[config.mk]
export PLATFORM = sky130hd
export DESIGN_NAME = mem_bus_arbiter
export DESIGN_NICKNAME = d
export VERILOG_FILES = /design/src/rtl/mem_bus_arbiter_pkg.sv /design/src/rtl/mem_bus_arbiter_rr_pick2.sv /design/src/rtl/mem_bus_arbiter.sv
export SDC_FILE = /design/constraint.sdc
export NUM_CORES = 1
export LEC_CHECK = 0
export BUFFER_PORTS_ARGS = -buffer_cell sky130_fd_sc_hd__buf_2
export CAP_MARGIN = 20
export CELL_PAD_IN_SITES_DETAIL_PLACEMENT = 1
export CELL_PAD_IN_SITES_GLOBAL_PLACEMENT = 1
export CORE_MARGIN = 2
export CORE_UTILIZATION = 33
export CTS_CLUSTER_DIAMETER = 200
export DETAILED_ROUTE_END_ITERATION = 10
export PLACE_DENSITY = 0.89
export SETUP_SLACK_MARGIN = 0.1
export SLEW_MARGIN = 15
export SYNTH_ARGS = -nofsm -noshare
export SYNTH_HDL_FRONTEND = slang
export SYNTH_SLANG_ARGS = --single-unit
[constraint.sdc]
create_clock -name clk -period 5.57 [get_ports clk]
set_input_delay 1.114 -clock clk [delete_from_list [all_inputs] [get_ports clk]]
set_output_delay 1.114 -clock clk [all_outputs]
set_load 0.03 [all_outputs]
[src/rtl/mem_bus_arbiter_pkg.sv]
// Shared constants and types for the IFU/LSU memory bus arbiter.
// Segment decode, exception ids and FSM/owner enums live here.
package mem_bus_arbiter_pkg;

    localparam logic [31:0] SEGMENT_MASK = 32'hF000_0000;
    localparam logic [31:0] TEXT_SEGMENT = 32'h0000_0000;
    localparam logic [31:0] DATA_SEGMENT = 32'h1000_0000;
    localparam logic [31:0] DEVI_SEGMENT = 32'hF000_0000;

    localparam logic [4:0] EXCEPT_NONE       = 5'd0;
    localparam logic [4:0] EXCEPT_RD_INVALID = 5'd5;
    localparam logic [4:0] EXCEPT_WR_INVALID = 5'd7;

    localparam logic [2:0] WORD_WIDE = 3'b010;

    typedef enum logic [1:0] {IDLE, BUSY, DONE} arb_state_t;

    typedef enum logic {OWN_IFU, OWN_LSU} arb_owner_t;

    typedef enum logic [1:0] {SEG_TEXT, SEG_DATA, SEG_DEVI, SEG_OTHER} seg_t;

    function automatic seg_t seg_decode(input logic [31:0] addr);
        logic [31:0] seg;
        seg = addr & SEGMENT_MASK;
        if (seg == DEVI_SEGMENT) begin
            return SEG_DEVI;
        end else if (seg == TEXT_SEGMENT) begin
            return SEG_TEXT;
        end else if (seg == DATA_SEGMENT) begin
            return SEG_DATA;
        end
        return SEG_OTHER;
    endfunction

endpackage

[src/rtl/mem_bus_arbiter_rr_pick2.sv]
// Two-way round-robin selector: a lone request wins outright, a conflict
// goes to whichever requester did not own the bus last.
module rr_pick2
    import mem_bus_arbiter_pkg::*;
(
    input  logic       req_ifu_i,
    input  logic       req_lsu_i,
    input  arb_owner_t last_i,
    output logic       valid_o,
    output arb_owner_t pick_o
);

    always_comb begin
        valid_o = req_ifu_i | req_lsu_i;
        pick_o  = OWN_IFU;
        if (req_ifu_i && req_lsu_i) begin
            pick_o = (last_i == OWN_IFU) ? OWN_LSU : OWN_IFU;
        end else if (req_lsu_i) begin
            pick_o = OWN_LSU;
        end
    end

endmodule

[src/rtl/mem_bus_arbiter.sv]
// Shares one MMU port between IFU and LSU, one transaction at a time.
// Memory segments finish after MEM_LATENCY cycles, devices on ready or timeout.
module mem_bus_arbiter
    import mem_bus_arbiter_pkg::*;
#(
    parameter int unsigned MEM_LATENCY = 1,
    parameter int unsigned TIMEOUT     = 255,
    parameter int unsigned CNT_W       = 8
) (
    input  logic        clk,
    input  logic        rst,

    input  logic        ifu_req,
    input  logic [31:0] ifu_addr,
    output logic        ifu_gnt,
    output logic        ifu_valid,
    output logic [31:0] ifu_rdata,
    output logic        ifu_err,

    input  logic        lsu_req,
    input  logic        lsu_we,
    input  logic [31:0] lsu_addr,
    input  logic [2:0]  lsu_mode,
    input  logic [31:0] lsu_wdata,
    output logic        lsu_gnt,
    output logic        lsu_valid,
    output logic [31:0] lsu_rdata,
    output logic        lsu_err,
    output logic [4:0]  lsu_errid,

    output logic        m_en,
    output logic        m_wen,
    output logic [31:0] m_r_addr,
    output logic [31:0] m_w_addr,
    output logic [2:0]  m_r_mode,
    output logic [2:0]  m_w_mode,
    output logic [31:0] m_w_data,
    input  logic [31:0] m_r_data,
    input  logic        m_r_ready,
    input  logic        m_w_ready,
    input  logic        m_err,
    input  logic [4:0]  m_errid
);

    localparam logic [CNT_W-1:0] MemLast = CNT_W'(MEM_LATENCY - 1);
    localparam logic [CNT_W-1:0] DevLast = CNT_W'(TIMEOUT - 1);

    arb_state_t       state_q, state_d;
    arb_owner_t       owner_q, owner_d;
    arb_owner_t       last_owner_q, last_owner_d;
    logic [CNT_W-1:0] cnt_q, cnt_d;
    logic [31:0]      addr_q, addr_d;
    logic [2:0]       mode_q, mode_d;
    logic             we_q, we_d;
    logic [31:0]      wdata_q, wdata_d;
    logic             ifu_gnt_q, ifu_gnt_d;
    logic             lsu_gnt_q, lsu_gnt_d;
    logic             ifu_valid_q, ifu_valid_d;
    logic             lsu_valid_q, lsu_valid_d;
    logic [31:0]      rdata_q, rdata_d;
    logic             err_q, err_d;
    logic [4:0]       errid_q, errid_d;

    logic             gnt_pending;
    logic             arb_ok;
    arb_owner_t       last_eff;
    logic             pick_valid;
    arb_owner_t       pick_owner;
    logic             seg_devi;
    logic             dev_ready;
    logic             done;
    logic             done_err;
    logic [4:0]       done_errid;

    rr_pick2 u_pick (
        .req_ifu_i (ifu_req),
        .req_lsu_i (lsu_req),
        .last_i    (last_eff),
        .valid_o   (pick_valid),
        .pick_o    (pick_owner)
    );

    // A grant pulse is held one cycle in IDLE before BUSY starts, so arbitration
    // runs in IDLE without a pending grant, and also at the DONE->IDLE edge so a
    // waiting requester is granted back-to-back.
    assign gnt_pending = ifu_gnt_q | lsu_gnt_q;
    assign arb_ok      = (state_q == DONE) || ((state_q == IDLE) && !gnt_pending);
    assign last_eff    = (state_q == DONE) ? owner_q : last_owner_q;
    assign seg_devi    = (seg_decode(addr_q) == SEG_DEVI);
    assign dev_ready   = we_q ? m_w_ready : m_r_ready;

    // Completion priority: MMU error, device ready, memory latency, device timeout.
    always_comb begin
        done       = 1'b0;
        done_err   = 1'b0;
        done_errid = EXCEPT_NONE;
        if (state_q == BUSY) begin
            if (m_err) begin
                done       = 1'b1;
                done_err   = 1'b1;
                done_errid = m_errid;
            end else if (seg_devi && dev_ready) begin
                done = 1'b1;
            end else if (!seg_devi && (cnt_q == MemLast)) begin
                done = 1'b1;
            end else if (seg_devi && (cnt_q == DevLast)) begin
                done       = 1'b1;
                done_err   = 1'b1;
                done_errid = we_q ? EXCEPT_WR_INVALID : EXCEPT_RD_INVALID;
            end
        end
    end

    always_ff @(posedge clk or posedge rst) begin
        if (rst) begin
            state_q <= IDLE;
        end else begin
            state_q <= state_d;
        end
    end

    always_comb begin
        state_d = state_q;
        unique case (state_q)
            IDLE:    if (gnt_pending) state_d = BUSY;
            BUSY:    if (done) state_d = DONE;
            DONE:    state_d = IDLE;
            default: state_d = IDLE;
        endcase
    end

    always_comb begin
        owner_d      = owner_q;
        last_owner_d = (state_q == DONE) ? owner_q : last_owner_q;
        cnt_d        = (state_q == BUSY) ? cnt_q + CNT_W'(1) : '0;
        addr_d       = addr_q;
        mode_d       = mode_q;
        we_d         = we_q;
        wdata_d      = wdata_q;
        ifu_gnt_d    = 1'b0;
        lsu_gnt_d    = 1'b0;
        ifu_valid_d  = 1'b0;
        lsu_valid_d  = 1'b0;
        rdata_d      = rdata_q;
        err_d        = err_q;
        errid_d      = errid_q;

        if (arb_ok && pick_valid) begin
            owner_d = pick_owner;
            if (pick_owner == OWN_LSU) begin
                lsu_gnt_d = 1'b1;
                addr_d    = lsu_addr;
                mode_d    = lsu_mode;
                we_d      = lsu_we;
                wdata_d   = lsu_wdata;
            end else begin
                ifu_gnt_d = 1'b1;
                addr_d    = ifu_addr;
                mode_d    = WORD_WIDE;
                we_d      = 1'b0;
                wdata_d   = '0;
            end
        end

        if (done) begin
            ifu_valid_d = (owner_q == OWN_IFU);
            lsu_valid_d = (owner_q == OWN_LSU);
            rdata_d     = done_err ? '0 : m_r_data;
            err_d       = done_err;
            errid_d     = done_errid;
        end
    end

    always_ff @(posedge clk or posedge rst) begin
        if (rst) begin
            owner_q      <= OWN_IFU;
            last_owner_q <= OWN_IFU;
            cnt_q        <= '0;
            addr_q       <= '0;
            mode_q       <= '0;
            we_q         <= 1'b0;
            wdata_q      <= '0;
            ifu_gnt_q    <= 1'b0;
            lsu_gnt_q    <= 1'b0;
            ifu_valid_q  <= 1'b0;
            lsu_valid_q  <= 1'b0;
            rdata_q      <= '0;
            err_q        <= 1'b0;
            errid_q      <= '0;
        end else begin
            owner_q      <= owner_d;
            last_owner_q <= last_owner_d;
            cnt_q        <= cnt_d;
            addr_q       <= addr_d;
            mode_q       <= mode_d;
            we_q         <= we_d;
            wdata_q      <= wdata_d;
            ifu_gnt_q    <= ifu_gnt_d;
            lsu_gnt_q    <= lsu_gnt_d;
            ifu_valid_q  <= ifu_valid_d;
            lsu_valid_q  <= lsu_valid_d;
            rdata_q      <= rdata_d;
            err_q        <= err_d;
            errid_q      <= errid_d;
        end
    end

    // m_en only in BUSY keeps side-effecting device reads single-shot.
    always_comb begin
        m_en      = (state_q == BUSY);
        m_wen     = (state_q == BUSY) & we_q;
        m_r_addr  = addr_q;
        m_w_addr  = addr_q;
        m_r_mode  = mode_q;
        m_w_mode  = mode_q;
        m_w_data  = wdata_q;
        ifu_gnt   = ifu_gnt_q;
        lsu_gnt   = lsu_gnt_q;
        ifu_valid = ifu_valid_q;
        lsu_valid = lsu_valid_q;
        ifu_rdata = ifu_valid_q ? rdata_q : '0;
        ifu_err   = ifu_valid_q & err_q;
        lsu_rdata = lsu_valid_q ? rdata_q : '0;
        lsu_err   = lsu_valid_q & err_q;
        lsu_errid = lsu_valid_q ? errid_q : '0;
    end

endmodule

==> run_summary.xml <==
<?xml version="1.0" encoding="UTF-8"?>
<metrics>
  <group name="outcome">
    <metric name="status" unit="">finished, final reports clean</metric>
  </group>
  <group name="global_routing">
    <metric name="grt_util_met2" unit="%">34.68</metric>
    <metric name="grt_max_degree" unit="">63</metric>
    <metric name="grt_most_used_layer" unit="">met2</metric>
    <metric name="grt_use_met3" unit="%">5.665</metric>
    <metric name="globalRouteTotalUtil" unit="%">18.95</metric>
    <metric name="first_pass_grt_wire_length" unit="um">27310</metric>
    <metric name="antenna_violations_before_repair" unit="">1</metric>
    <metric name="first_global_vias" unit="">5144</metric>
    <metric name="grt-ovfl-total" unit="">0</metric>
    <metric name="gr-usage-met1" unit="%">21.22</metric>
  </group>
  <group name="timing">
    <metric name="finalCritPeriodShare" unit="%">53.16</metric>
    <metric name="max_freq" unit="GHz">0.3377</metric>
    <metric name="timing_max_transition_violations_final" unit="">0</metric>
    <metric name="worst_clock_skew" unit="ps">13.83</metric>
    <metric name="grt_setup_unrepaired" unit="">false</metric>
    <metric name="slew_of_the_pin_with_the_lowest_slew_margin" unit="ps">974.5</metric>
    <metric name="period_needed" unit="ps">2961</metric>
    <metric name="final_hold_viol_count" unit="">0</metric>
    <metric name="slew-limit-headroom" unit="%">34.82</metric>
    <metric name="setup-tns-final" unit="ps">0</metric>
    <metric name="final-setup-viol-count" unit="">0</metric>
  </group>
  <group name="floorplanning">
    <metric name="dieArea" unit="sq um">19020</metric>
    <metric name="placementRows" unit="">48</metric>
    <metric name="pin_count" unit="">323</metric>
    <metric name="die_y" unit="um">137.9</metric>
    <metric name="start_util" unit="%">33.97</metric>
    <metric name="floorplan.core_area" unit="sq um">17420</metric>
    <metric name="die_outline_width" unit="um">137.9</metric>
  </group>
  <group name="clock_tree">
    <metric name="clkLatencyLatePin" unit="ps">410</metric>
    <metric name="clockRootBuffer" unit="">sky130_fd_sc_hd__clkbuf_16</metric>
    <metric name="tritoncts" unit="">done</metric>
    <metric name="cts_setup_buffers" unit="">0</metric>
    <metric name="htree_levels" unit="">4</metric>
    <metric name="cts_hold_repair.buffers" unit="">0</metric>
    <metric name="clk_transition_reported_paths" unit="ps">60</metric>
    <metric name="tritoncts.num_buffers" unit="">17</metric>
    <metric name="post_cts_resize_count" unit="">0</metric>
    <metric name="max-clock-path-buffers" unit="">2</metric>
    <metric name="clock-sinks" unit="">122</metric>
  </group>
  <group name="routing">
    <metric name="detail_route.wl_per_cell" unit="um">17.41</metric>
    <metric name="wl" unit="um">18350</metric>
    <metric name="drtAntennaViolNets" unit="">0</metric>
    <metric name="num_vias" unit="">4999</metric>
    <metric name="drt_drc_violations_left" unit="">0</metric>
    <metric name="drtPass1Iterations" unit="">4</metric>
    <metric name="vias_per_cell" unit="">4.743</metric>
    <metric name="initialDrtViolationCount" unit="">180</metric>
  </group>
  <group name="yosys">
    <metric name="synthesis.instances" unit="">537</metric>
    <metric name="sequential_to_total_area_share_from_yosys_stat" unit="%">51.60</metric>
    <metric name="postSynthRegisterBits" unit="">122</metric>
    <metric name="synth.top_cell.area_share" unit="%">51.60</metric>
    <metric name="syn_area_per_cell" unit="sq um">11.02</metric>
    <metric name="ys_top_cells_by_count" unit="">sky130_fd_sc_hd__dfrtp_1 (122), sky130_fd_sc_hd__and2_1 (74), sky130_fd_sc_hd__inv_1 (44)</metric>
    <metric name="synth_ff_type" unit="">sky130_fd_sc_hd__dfrtp_1</metric>
    <metric name="mappedNetlistArea" unit="sq um">5917</metric>
    <metric name="most_used_standard_cell_by_instance_count_after_synthesis" unit="">sky130_fd_sc_hd__dfrtp_1</metric>
    <metric name="most_area_hungry_cell_type_in_the_yosys_netlist" unit="">sky130_fd_sc_hd__dfrtp_1</metric>
    <metric name="area_contributors_post_synth" unit="">sky130_fd_sc_hd__dfrtp_1 (52%), sky130_fd_sc_hd__and2_1 (7.8%), sky130_fd_sc_hd__mux2i_1 (5.8%)</metric>
    <metric name="synth_cell_type_count" unit="">40</metric>
    <metric name="synth_fp_nets" unit="">684</metric>
    <metric name="synth-edff-count" unit="">0</metric>
    <metric name="ys_async_sr_fraction" unit="%">100.0</metric>
    <metric name="warning_count_from_the_yosys_run" unit="">0</metric>
  </group>
  <group name="place">
    <metric name="hpwl" unit="um">14010</metric>
    <metric name="placed_cells_incl_taps" unit="">1021</metric>
    <metric name="port_buffers" unit="">322</metric>
    <metric name="place_congestion" unit="">0.8012</metric>
  </group>
  <group name="power">
    <metric name="portion_of_total_power_attributed_to_the_clock_network" unit="%">21.9</metric>
    <metric name="power.share.sequential" unit="%">31.1</metric>
    <metric name="pwr_density_cell" unit="nW/um^2">623.0</metric>
    <metric name="peak_supply_drop" unit="uV">328.3</metric>
    <metric name="internal-power" unit="W">0.002710</metric>
    <metric name="power_leakage" unit="nW">4.349</metric>
    <metric name="netSwitchingPower" unit="W">0.002285</metric>
    <metric name="finalPower" unit="W">0.004995</metric>
    <metric name="combinationalPowerShare" unit="%">47.0</metric>
    <metric name="switching_share" unit="%">45.75</metric>
  </group>
  <group name="critical_path">
    <metric name="worst-setup-path-type" unit="">reg -&gt; out</metric>
    <metric name="crit_arrival" unit="ps">1850</metric>
    <metric name="timing.critical_path.fanout_max" unit="">39</metric>
    <metric name="r2r_setup_slack" unit="ps">2780</metric>
    <metric name="worst-endpoint-required" unit="ps">4460</metric>
    <metric name="worstSetupEndpointType" unit="">output pin</metric>
    <metric name="critical_path.startpoint_type" unit="">register</metric>
  </group>
  <group name="finish">
    <metric name="regArea" unit="sq um">3053</metric>
    <metric name="final_nets" unit="">963</metric>
    <metric name="insertedDiodeCount" unit="">0</metric>
    <metric name="multiInputGateArea" unit="sq um">2247</metric>
    <metric name="n_fill_cell" unit="">2035</metric>
    <metric name="fin_cells" unit="">1054</metric>
    <metric name="fin_util" unit="%">46.03</metric>
    <metric name="drive_above_1_share" unit="%">44.75</metric>
    <metric name="syn2layout_area_growth" unit="%">35.48</metric>
  </group>
  <group name="job">
    <metric name="cap_violations" unit="">0</metric>
  </group>
  <group name="min_path">
    <metric name="hold_path_class" unit="">reg -&gt; reg</metric>
  </group>
</metrics>
## power by group through the flow
| stage | registers (W) | logic (W) | clock network, W |
|---|---|---|---|
| 2_1_floorplan | 0.00189 | 0.00150 | 0 |
| 3_3_place_gp | 0.00155 | 0.00231 | 0 |
| 3_5_place_dp | 0.00156 | 0.00238 | 0 |
| 4_1_cts | 0.00156 | 0.00238 | 0.00113 |
| 5_1_grt | 0.00160 | 0.00251 | 0.00117 |
| 6_report | 0.00155 | 0.00235 | 0.00109 |
## final cells by class
type / instances / share of cell area (%)
clock buffers: 17 / 5.307
repair buffers: 328 / 20.91
multi-input cells: 303 / 28.03
inverters: 44 / 2.091
flip-flops and latches: 122 / 38.08
well taps: 225 / 3.512
clock inverters: 15 / 2.060
## kinds of logic after synthesis
kind of cell               after synthesis  synth area share [%]
muxes                                   38                 6.576
adders and majority gates                3                0.6345
xor gates and xnor gates                 6                0.8881
and+or+nand+nor                        169                 16.22
DFF                                    122                 51.60
AOI/OAI and AO/OA                       87                 13.41
buffers and inverters                  112                 10.68
## sequential cells by signal, indices dropped and copies added (netlist names)
register and cells:
ifu_gnt 1, we_q 1, errid_q 5, state_q 2, cnt_q 8, m_r_mode 3, lsu_valid 1, err_q 1
ifu_valid 1, rdata_q 32, m_w_data 32, owner_q 1, m_r_addr 32, lsu_gnt 1, last_owner_q 1
## through the flow
stage	setup slack, ps	hold slack, ps	area, sq um
floorplan	1213	438.5	5917
global route	2468	507.3	8016
CTS	2537	493.1	7989
finish	2609	488.1	8016
global placement	2358	462.0	7398
detailed placement	2294	476.6	7398
## cells in the final DEF, fill, tap and decap left out, drive strengths merged, types with 5 or more instances in the layout
master / count
buf: 328
a221o: 32
nor2: 10
nand3: 5
nor2b: 34
xor2: 5
o21ai: 6
clkbuf: 17
a22o: 35
and2: 74
clkinv: 5
nand2: 35
inv: 49
dfrtp: 122
mux2i: 34
## critical path, stage by stage (launching register included)
cell and delay [ps]:
sky130_fd_sc_hd__dfrtp_1 950, sky130_fd_sc_hd__and2_1 270, sky130_fd_sc_hd__buf_2 210
## routing by layer
| layer | share of wire [%] | wire (um) |
|---|---|---|
| met4 | 0.76 | 139 |
| met5 | 0 | 0 |
| met2 | 53 | 9693 |
| met3 | 8.0 | 1465 |
| met1 | 38 | 7055 |
## path summary, 6_finish.rpt
path                                 to  startpoint  cells past startpoint
min reg2reg                  errid_q[1]  errid_q[1]                      1
min in group asynchronous   rdata_q[20]         rst                      2
max reg2reg                  rdata_q[1]    cnt_q[0]                      7
max                        lsu_rdata[8]   lsu_valid                      2
max in group asynchronous   m_r_mode[2]         rst                      3
min                          errid_q[1]  errid_q[1]                      1
(Power assumes the default switching activity.)
